### src/rtl/net_activity_monitor_if.sv
// Observation interface for net_activity_monitor.
//   master: drives the monitored net sample_in, the sample enable en and the soft clear clr;
//           receives done, toggle_cnt, rare_flag, signature and busy.
//   slave : the monitor side of the same signals.
interface net_activity_monitor_if #(
  parameter int unsigned CNT_W  = 8,
  parameter int unsigned MISR_W = 16
);
  logic              sample_in;
  logic              en;
  logic              clr;
  logic              done;
  logic [CNT_W-1:0]  toggle_cnt;
  logic              rare_flag;
  logic [MISR_W-1:0] signature;
  logic              busy;

  modport master (
    output sample_in, en, clr,
    input  done, toggle_cnt, rare_flag, signature, busy
  );

  modport slave (
    input  sample_in, en, clr,
    output done, toggle_cnt, rare_flag, signature, busy
  );
endinterface

### src/rtl/net_activity_monitor.sv
// Activity monitor for a single-bit subcircuit output net.
// Over windows of WINDOW enabled cycles it counts value transitions (saturating) and compacts
// the sampled stream into a MISR signature, then reports both plus a rare-activity flag.
// Ports:
//   I1470_clk  clock, rising edge
//   I1477_rst  synchronous reset, active low
//   mon        slave side of net_activity_monitor_if:
//                sample_in  monitored net
//                en         sample enable (window pauses while low)
//                clr        synchronous soft clear, keeps latched results
//                done       one-cycle pulse in the report cycle
//                toggle_cnt latched toggle count of the last window
//                rare_flag  latched toggle_cnt < RARE_TH
//                signature  latched MISR value of the last window
//                busy       high while a window is being collected
module net_activity_monitor #(
  parameter int unsigned       CNT_W     = 8,
  parameter int unsigned       WIN_W     = 8,
  parameter int unsigned       WINDOW    = 200,
  parameter int unsigned       RARE_TH   = 2,
  parameter int unsigned       MISR_W    = 16,
  parameter logic [MISR_W-1:0] MISR_POLY = MISR_W'(16'hB400)
) (
  input logic                   I1470_clk,
  input logic                   I1477_rst,
  net_activity_monitor_if.slave mon
);

  typedef enum logic [1:0] {StIdle, StRun, StReport} state_e;

  state_e            state_q;
  logic [WIN_W-1:0]  win_cnt_q;
  logic [CNT_W-1:0]  tog_cnt_q;
  logic [MISR_W-1:0] misr_q;
  logic              prev_q;
  logic              prev_vld_q;

  logic              done_q;
  logic              busy_q;
  logic [CNT_W-1:0]  toggle_cnt_q;
  logic              rare_flag_q;
  logic [MISR_W-1:0] signature_q;

  logic [MISR_W-1:0] misr_step;
  logic              tog_inc;
  logic [CNT_W-1:0]  tog_next;
  logic [WIN_W-1:0]  win_next;
  logic              win_end;

  // misr_q is zero in IDLE, so the same step also seeds the first sample of a window.
  assign misr_step = (misr_q << 1) ^ (misr_q[MISR_W-1] ? MISR_POLY : '0)
                     ^ {{(MISR_W-1){1'b0}}, mon.sample_in};

  assign tog_inc  = prev_vld_q && (mon.sample_in != prev_q) && !(&tog_cnt_q);
  assign tog_next = tog_cnt_q + CNT_W'(tog_inc);
  assign win_next = win_cnt_q + WIN_W'(1);
  assign win_end  = (win_next == WIN_W'(WINDOW));

  always_ff @(posedge I1470_clk) begin
    if (!I1477_rst) begin
      state_q      <= StIdle;
      win_cnt_q    <= '0;
      tog_cnt_q    <= '0;
      misr_q       <= '0;
      prev_q       <= 1'b0;
      prev_vld_q   <= 1'b0;
      done_q       <= 1'b0;
      busy_q       <= 1'b0;
      toggle_cnt_q <= '0;
      rare_flag_q  <= 1'b0;
      signature_q  <= '0;
    end else begin
      done_q <= 1'b0;
      if (mon.clr) begin
        // Soft clear drops the window in flight; a coincident window end is not reported.
        state_q    <= StIdle;
        busy_q     <= 1'b0;
        win_cnt_q  <= '0;
        tog_cnt_q  <= '0;
        misr_q     <= '0;
        prev_q     <= 1'b0;
        prev_vld_q <= 1'b0;
      end else begin
        unique case (state_q)
          StIdle: begin
            if (mon.en) begin
              state_q    <= StRun;
              busy_q     <= 1'b1;
              win_cnt_q  <= WIN_W'(1);
              misr_q     <= misr_step;
              prev_q     <= mon.sample_in;
              prev_vld_q <= 1'b1;
            end
          end
          StRun: begin
            if (mon.en) begin
              prev_q <= mon.sample_in;
              if (win_end) begin
                // Results are latched on entry so they are valid together with done;
                // the working state restarts while prev carries across the boundary.
                state_q      <= StReport;
                busy_q       <= 1'b0;
                done_q       <= 1'b1;
                toggle_cnt_q <= tog_next;
                rare_flag_q  <= (32'(tog_next) < RARE_TH);
                signature_q  <= misr_step;
                win_cnt_q    <= '0;
                tog_cnt_q    <= '0;
                misr_q       <= '0;
              end else begin
                win_cnt_q <= win_next;
                tog_cnt_q <= tog_next;
                misr_q    <= misr_step;
              end
            end
          end
          StReport: begin
            // sample_in is not taken in the report cycle.
            if (mon.en) begin
              state_q <= StRun;
              busy_q  <= 1'b1;
            end else begin
              state_q    <= StIdle;
              prev_vld_q <= 1'b0;
            end
          end
          default: begin
            state_q <= StIdle;
            busy_q  <= 1'b0;
          end
        endcase
      end
    end
  end

  assign mon.done       = done_q;
  assign mon.busy       = busy_q;
  assign mon.toggle_cnt = toggle_cnt_q;
  assign mon.rare_flag  = rare_flag_q;
  assign mon.signature  = signature_q;

endmodule

### src/flat_wrapper.sv
// flat-port wrapper written by rule: the top's interface ports become plain ports
module net_activity_monitor_flat 
#(
  parameter int unsigned       CNT_W     = 8,
  parameter int unsigned       WIN_W     = 8,
  parameter int unsigned       WINDOW    = 200,
  parameter int unsigned       RARE_TH   = 2,
  parameter int unsigned       MISR_W    = 16,
  parameter logic [MISR_W-1:0] MISR_POLY = MISR_W'(16'hB400)
)
  (I1470_clk, I1477_rst, mon_sample_in, mon_en, mon_clr, mon_done, mon_toggle_cnt, mon_rare_flag, mon_signature, mon_busy);
  net_activity_monitor_if #(.CNT_W(CNT_W), .MISR_W(MISR_W)) mon_i ();
  input logic I1470_clk;
  input logic I1477_rst;
  input wire logic [$bits(mon_i.sample_in)-1:0] mon_sample_in;
  input wire logic [$bits(mon_i.en)-1:0] mon_en;
  input wire logic [$bits(mon_i.clr)-1:0] mon_clr;
  output wire logic [$bits(mon_i.done)-1:0] mon_done;
  output wire logic [$bits(mon_i.toggle_cnt)-1:0] mon_toggle_cnt;
  output wire logic [$bits(mon_i.rare_flag)-1:0] mon_rare_flag;
  output wire logic [$bits(mon_i.signature)-1:0] mon_signature;
  output wire logic [$bits(mon_i.busy)-1:0] mon_busy;
  assign mon_i.sample_in = mon_sample_in;
  assign mon_i.en = mon_en;
  assign mon_i.clr = mon_clr;
  assign mon_done = mon_i.done;
  assign mon_toggle_cnt = mon_i.toggle_cnt;
  assign mon_rare_flag = mon_i.rare_flag;
  assign mon_signature = mon_i.signature;
  assign mon_busy = mon_i.busy;
  net_activity_monitor #(.CNT_W(CNT_W), .WIN_W(WIN_W), .WINDOW(WINDOW), .RARE_TH(RARE_TH), .MISR_W(MISR_W), .MISR_POLY(MISR_POLY)) u_core (.I1470_clk(I1470_clk), .I1477_rst(I1477_rst), .mon(mon_i));
endmodule
### config.mk
export PLATFORM = sky130hd
export DESIGN_NAME = net_activity_monitor_flat
export DESIGN_NICKNAME = d
export VERILOG_FILES = /design/src/rtl/net_activity_monitor_if.sv /design/src/rtl/net_activity_monitor.sv /design/src/flat_wrapper.sv
export SDC_FILE = /design/constraint.sdc
export NUM_CORES = 1
export LEC_CHECK = 0
export CAP_MARGIN = 20
export CORE_MARGIN = 2
export CORE_UTILIZATION = 50
export CTS_CLUSTER_DIAMETER = 40
export DETAILED_ROUTE_END_ITERATION = 10
export GPL_ROUTABILITY_DRIVEN = 0
export HOLD_SLACK_MARGIN = 0.06
export PLACE_DENSITY_LB_ADDON = 0.25
export REMOVE_ABC_BUFFERS = 1
export SYNTH_ARGS = -nofsm -noshare
export SYNTH_HDL_FRONTEND = slang
export SYNTH_SLANG_ARGS = --single-unit
### constraint.sdc
create_clock -name I1470_clk -period 3.1 [get_ports I1470_clk]
set_clock_uncertainty 0.2 [all_clocks]
set_input_delay 0.465 -clock I1470_clk [delete_from_list [all_inputs] [get_ports I1470_clk]]
set_output_delay 0.465 -clock I1470_clk [all_outputs]
set_load 0.1 [all_outputs]
==> results of run 1 <==
[cells in the mapped netlist (all sizes together) (2+ instances only)]
master / n
a21boi: 14
a21oi: 16
a22oi: 17
a31oi: 6
and2: 3
and3: 4
buf: 11
clkbuf: 10
dfxtp: 63
ha: 3
mux2: 3
nand2: 51
nand2b: 2
nand3: 16
nand3b: 3
nand4: 3
nand4b: 2
nor2: 34
nor2b: 6
nor3: 4
nor3b: 3
o211a: 7
o21ai: 9
xnor2: 7
xor2: 4
[how the worst max path moves through the flow]
stage	start	to	slack, ns	depth (start not counted)
finish	mon_sample_in	u_core.tog_cnt_q[6]$_SDFFE_PP0P_	0.60	10
global route	mon_sample_in	u_core.tog_cnt_q[6]$_SDFFE_PP0P_	0.47	10
CTS	mon_sample_in	u_core.tog_cnt_q[6]$_SDFFE_PP0P_	0.61	10
global placement	mon_sample_in	u_core.tog_cnt_q[6]$_SDFFE_PP0P_	0.29	10
detailed placement	mon_sample_in	u_core.tog_cnt_q[6]$_SDFFE_PP0P_	0.27	10
floorplan	mon_sample_in	u_core.tog_cnt_q[6]$_SDFFE_PP0P_	0.92	9
[per-layer routing]
metal  track usage (%)  up-vias
met5                 0        -
met4              8.95        0
met3              4.14        9
met2              30.4       38
met1              25.1     1041
li1                  -     1146
[registers in the layout, summed over array words and instances (netlist names)]
| register | flops |
|---|---|
| u_core.misr_q | 16 |
| u_core.mon.busy | 1 |
| u_core.mon.done | 1 |
| u_core.mon.rare_flag | 1 |
| u_core.mon.signature | 16 |
| u_core.mon.toggle_cnt | 8 |
| u_core.prev_q | 1 |
| u_core.prev_vld_q | 1 |
| u_core.state_q | 2 |
| u_core.tog_cnt_q | 8 |
| u_core.win_cnt_q | 8 |
[power by group through the flow]
stage / Sequential, uW / Clock, uW / Combinational, uW
floorplan: 839 / 0 / 29.1
global placement: 833 / 0 / 63.2
detailed placement: 833 / 0 / 63.6
CTS: 815 / 690 / 63.8
global route: 815 / 727 / 69.6
finish: 815 / 680 / 63.2
[worst max-delay path, stage by stage]
cell and delay [ns]:
clkdlybuf4s50_1 0.52, xor2_1 0.16, nand2_1 0.06, a31oi_1 0.14
ha_1 0.22, ha_1 0.26, nand2_1 0.09, xor2_1 0.17
or3b_1 0.35, a21oi_1 0.13
[logic make-up after synthesis]
logic type	share of synthesized area [%]
buffers and inverters	4.64
AO/OA/AOI/OAI	18.6
XOR/XNOR	3.50
adder cells (fa/ha/maj)	1.37
multiplexers	1.37
AND/OR/NAND/NOR	24.6
flip-flops	45.9
[per-stage QoR]
| stage | util (%) | power [uW] | worst slack [ns] | area, sq um |
|---|---|---|---|---|
| after floorplan | - | 868 | 0.924 | 2630 |
| after global placement | 57.8 | 897 | 0.291 | 3010 |
| after detailed placement | 57.8 | 897 | 0.268 | 3010 |
| after CTS | 61.5 | 1570 | 0.606 | 3200 |
| after global routing | 61.5 | 1610 | 0.472 | 3200 |
| final | 61.5 | 1560 | 0.599 | 3200 |
[layout make-up]
type	count	area [sq um]	share of cell area, %
flip-flops and latches	63	1260	39.4
clock inverters	2	12.5	0.391
inverters	1	3.75	0.117
clock buffers	14	183	5.70
repair buffers	38	295	9.22
well taps	70	87.6	2.73
multi-input cells	227	1360	42.5
==> run_results.csv, run 1 <==
group,metric,value,unit
worst_hold_path,worstHoldPathCells,2,
timing,final_hold_viol_count,0,
timing,fin_crit,2.50,ns
grt,overflow,0,
timing,relSlewSlack,60.3,%
clocking,ctsLongestPathBuffers,2,
worst_hold_path,holdCritStartpoint,"u_core.mon.signature[14]$_SDFFE_PN0P_",
detailed_routing,vias,2234,
detailed_routing,drt.antenna.violating_nets,0,
setup_path,crit_fanout,5,
timing,fmax,400,MHz
setup_path,worstRegToRegCells,8,
setup_path,timing.rr.end,"u_core.tog_cnt_q[6]$_SDFFE_PP0P_",
setup_path,crit_arrival,2.57,ns
synth,syn_avg_cell_area,8.81,sq um
placed_design,port_buffers,31,
detailed_routing,wl_met1,2730,um
finish,syn_to_final_growth,16.5,%
die,fp.dieH,78.1,um
clocking,cts_tree,"built",
power,pwr-share-seq,52.3,%
worst_hold_path,hold_end,"u_core.mon.signature[14]$_SDFFE_PN0P_",
grt,track_usage,19.2,%
detailed_routing,drt_wl_total,5520,um
synth,synth_top_area_share,45.9,%
clocking,cts_made_buffers,9,
setup_path,r2r_start,"u_core.tog_cnt_q[5]$_SDFFE_PP0P_",
synth,synth.distinct_cells,48,
setup_path,critPathLaunchType,"input port",
clocking,postCtsSetupRepairBufs,0,
power,ir_drop,254,uV
power,leakagePower,0.00124,uW
finish,layout.nets,348,
finish,final_common_cell,"dfxtp_1",
die,io_pins,32,
synth,yosysTopAreaCell,"dfxtp_1",
synth,yosys_warnings,0,
synth,async_flop_share,0,%
clocking,holdBufCountCts,0,
timing,tightest_slew,0.595,ns
grt,grt_pass1_wl,9320,um
detailed_routing,dr.pass1.iters,4,
setup_path,rrSetupSlack,0.86,ns
die,rows,26,
detailed_routing,dr_wl_met3,194,um
run_status,status,"complete, no violations",
grt,grt_pass1_vias,1998,
worst_hold_path,hold_path_class,"register to register",
job,maxCapViolCount,0,
finish,final_cells,415,
timing,rsz0062_at_grt,"no",
finish,n_antenna_cell,0,
grt,grt_max_degree,31,
power,switchingPower,347,uW
synth,synth-edff-count,0,
timing,fin_crit_sh,80.7,%
die,die_x,78.1,um
detailed_routing,wl_per_cell,13.3,um
synth,ys_seq_area_share,45.9,%
die,core_area,5200,sq um
detailed_routing,drtIter0Drc,122,
placed_design,dp_hpwl,3680,um
power,p_int,1210,uW
die,die_area,6110,sq um
timing,drv_slew,0,
detailed_routing,drc_errors,0,
die,start_util,52.8,%
detailed_routing,route.met2.wl,2490,um
clocking,htreeDepth,3,
timing,setup_tns,0,ns
setup_path,required,3.17,ns
placed_design,dp_cells,399,
finish,layout-drive-gt1-share,16.5,%
power,p_per_area,486,nW/um^2
clocking,insertion_delay,0.33,ns
synth,ys_top_cells_by_area,"dfxtp_1 (46%), nand2_1 (6.8%), a22oi_1 (4.6%), nor2_1 (4.6%), a21oi_1 (2.9%)",
detailed_routing,viasPerCell,5.38,
power,clockPowerShare,43.6,%
detailed_routing,dr.max_layer_used,"met4",
setup_path,end_kind,"register",
grt,antenna_found_initial,0,
synth,postSynthCellCount,312,
synth,syn_area,2750,sq um
clocking,clock-root-buffer,"clkbuf_8",
clocking,clkTransAtPathRegs,0.07,ns
timing,holdWs,0.252,ns
clocking,cts.sinks,63,
clocking,ctsResizeCount,0,
finish,nFillCells,478,
setup_path,setup.worst_path.class,"input port to register",
power,power.share.switching,22.2,%
finish,final_cell_mix,"dfxtp_1 (63), nand2_1 (50), nor2_1 (34), buf_4 (34), a22oi_1 (17)",
synth,ys_ff_latch,63,
power,p_comb_share,4.1,%
synth,synth_ff_type,"dfxtp_1",
timing,setup_viol,0,
Note: power is estimated with default switching activity, not from simulation.
==> run 2: changes to the inputs <==
==> constraint.sdc (replaced) <==
create_clock -name I1470_clk -period 2.35 [get_ports I1470_clk]
set_clock_uncertainty 0.2 [all_clocks]
set_input_delay 0.3525 -clock I1470_clk [delete_from_list [all_inputs] [get_ports I1470_clk]]
set_output_delay 0.3525 -clock I1470_clk [all_outputs]
set_load 0.1 [all_outputs]
==> run_results.csv, run 2 (same netlist as run 1, synthesis figures left out) <==
group,metric,value,unit
run_status,status,"complete, no violations",
die,die_area,6110,sq um
power,ir_drop,496,uV
finish,ff_latch_area,1270,sq um
grt,antenna_found_initial,0,
setup_path,crit_arrival,2.31,ns
power,leakagePower,0.00132,uW
detailed_routing,viasPerCell,5.48,
setup_path,r2r_start,"u_core.tog_cnt_q[5]$_SDFFE_PP0P_",
clocking,clock-root-buffer,"clkbuf_8",
setup_path,timing.rr.end,"u_core.mon.rare_flag$_SDFFE_PN0P_",
finish,final_common_cell,"dfxtp_1",
worst_hold_path,holdCritStartpoint,"u_core.mon.signature[5]$_SDFFE_PN0P_",
detailed_routing,drt.antenna.violating_nets,0,
setup_path,end_kind,"register",
clocking,cts.sinks,63,
die,fp.dieH,78.1,um
clocking,cts_made_buffers,9,
placed_design,dp_hpwl,3800,um
grt,grt_pass1_wl,9970,um
grt,grt_pass1_vias,2220,
placed_design,dp_slack,-0.392,ns
grt,grt_max_degree,31,
setup_path,required,2.42,ns
timing,fin_crit_sh,95.3,%
setup_path,crit_family,"simple AND/OR/NAND/NOR gates",
timing,setup_tns,0,ns
finish,layout-drive-gt1-share,23.0,%
setup_path,rrSetupSlack,0.11,ns
detailed_routing,drt_wl_total,5940,um
worst_hold_path,hold_path_class,"register to register",
grt,overflow,0,
timing,fmax,446,MHz
detailed_routing,dr.pass1.iters,4,
die,die_x,78.1,um
finish,multiInputGateArea,1410,sq um
placed_design,port_buffers,31,
timing,rsz0062_at_grt,"no",
grt,track_usage,20.6,%
worst_hold_path,worstHoldPathCells,2,
detailed_routing,drtIter0Drc,118,
clocking,ctsLongestPathBuffers,2,
placed_design,place_area,3100,sq um
timing,relSlewSlack,73.6,%
setup_path,crit_chain,"and4_4 > a31oi_2 > ha_2 > buf_4 > and3_4 > xor2_1 > buf_4 > nor3_1 > nand3_1 > o21ai_1",
die,core_area,5200,sq um
clocking,clkTransAtPathRegs,0.07,ns
die,rows,26,
finish,final_cell_mix,"dfxtp_1 (58), nand2_1 (50), buf_4 (46), nor2_1 (34), a22oi_1 (17)",
clocking,cts_tree,"built",
finish,fin_util,64.7,%
finish,nFillCells,457,
finish,final_cell_area,3370,sq um
detailed_routing,drc_errors,0,
setup_path,cp_num_buf_inv,2,
timing,drv_slew,0,
power,p_per_area,628,nW/um^2
clocking,insertion_delay,0.33,ns
setup_path,cpMostUsedCell,"buf_4",
detailed_routing,vias,2338,
die,start_util,52.8,%
setup_path,critPathLaunchType,"register",
timing,final_hold_viol_count,0,
setup_path,worstRegToRegCells,10,
setup_path,crit_fanout,4,
job,maxCapViolCount,0,
timing,worst_slack,0.110,ns
timing,fin_crit,2.24,ns
setup_path,slowest_stage,"dfxtp_1",
finish,n_antenna_cell,0,
clocking,htreeDepth,3,
timing,holdWs,0.253,ns
setup_path,max_stage_delay,0.40,ns
setup_path,setup.worst_path.class,"register to register",
finish,syn_to_final_growth,22.5,%
finish,layout.nets,361,
timing,tightest_slew,0.396,ns
worst_hold_path,hold_end,"u_core.mon.signature[5]$_SDFFE_PN0P_",
die,io_pins,32,
timing,setup_viol,0,
detailed_routing,wl_per_cell,13.9,um
clocking,holdBufCountCts,0,
[run 2: cell types whose count changed in the layout (fill, tap and decap cells not counted), moves of 2 or more]
cell | previous run | this run
dfxtp_1 | 63 | 58
buf_4 | 34 | 46
and3_1 | 3 | 1
clkbuf_8 | 13 | 11
dfxtp_2 | 0 | 5
ha_1 | 3 | 1
and3_4 | 1 | 3
[run 2: what timing repair did]
action,CTS,global route
setup endpoints to repair,5,3
buffers inserted,2,0
pin swaps,2,1
endpoints found under the hold margin,0,0
resized for setup,7,8
[run 2: where the power goes]
part	switching [uW]	internal, uW
Sequential	4.32	1070
Combinational	55.8	34.3
Clock	407	541
Total	467	1650
[run 2: worst max path at each step]
stage | from | slack [ns] | end | cells past startpoint
global route | u_core.prev_q$_SDFFE_PP0P_ | 0.02 | u_core.mon.rare_flag$_SDFFE_PN0P_ | 11
detailed placement | mon_sample_in | -0.39 | u_core.tog_cnt_q[6]$_SDFFE_PP0P_ | 10
CTS | u_core.tog_cnt_q[4]$_SDFFE_PP0P_ | 0.04 | u_core.mon.rare_flag$_SDFFE_PN0P_ | 10
finish | u_core.tog_cnt_q[5]$_SDFFE_PP0P_ | 0.11 | u_core.mon.rare_flag$_SDFFE_PN0P_ | 10
global placement | mon_sample_in | -0.33 | u_core.tog_cnt_q[6]$_SDFFE_PP0P_ | 10
floorplan | u_core.tog_cnt_q[5]$_SDFFE_PP0P_ | 0.27 | u_core.tog_cnt_q[6]$_SDFFE_PP0P_ | 8
[run 2: per-layer routing]
metal | vias to the layer above | share of wire [%] | GRT usage (%)
met3 | 8 | 4.5 | 5.17
li1 | 1173 | - | -
met4 | 0 | 0.86 | 9.30
met1 | 1104 | 46 | 25.6
met2 | 53 | 49 | 33.8
met5 | - | 0 | 0
[run 2: layout make-up]
class,instances,area share (%)
clock buffers,12,4.61
clock inverters,3,1.26
inverters,1,0.111
multi-input cells,227,41.8
flip-flops and latches,63,37.6
well taps,70,2.60
repair buffers,51,12.0
[run 2: stage by stage]
step	power, uW	std cells
2_1_floorplan	1140	291
3_3_place_gp	1190	410
3_5_place_dp	1190	410
4_1_cts	2130	427
5_1_grt	2200	427
6_report	2110	427
[run 2: worst min-delay path, cell delays in order, from the launching register on]
cell      delay (ns)
dfxtp_1         0.31
nand2_1         0.05
a21boi_1        0.05
==> run 3: changes to the inputs <==
--- a/config.mk
+++ b/config.mk
@@ -17,3 +17,4 @@
 export SYNTH_ARGS = -nofsm -noshare
 export SYNTH_HDL_FRONTEND = slang
 export SYNTH_SLANG_ARGS = --single-unit
+export TNS_END_PERCENT = 1
==> results of run 3 <==
No change in the layout: final DEF, timing and power equal those of run 2.
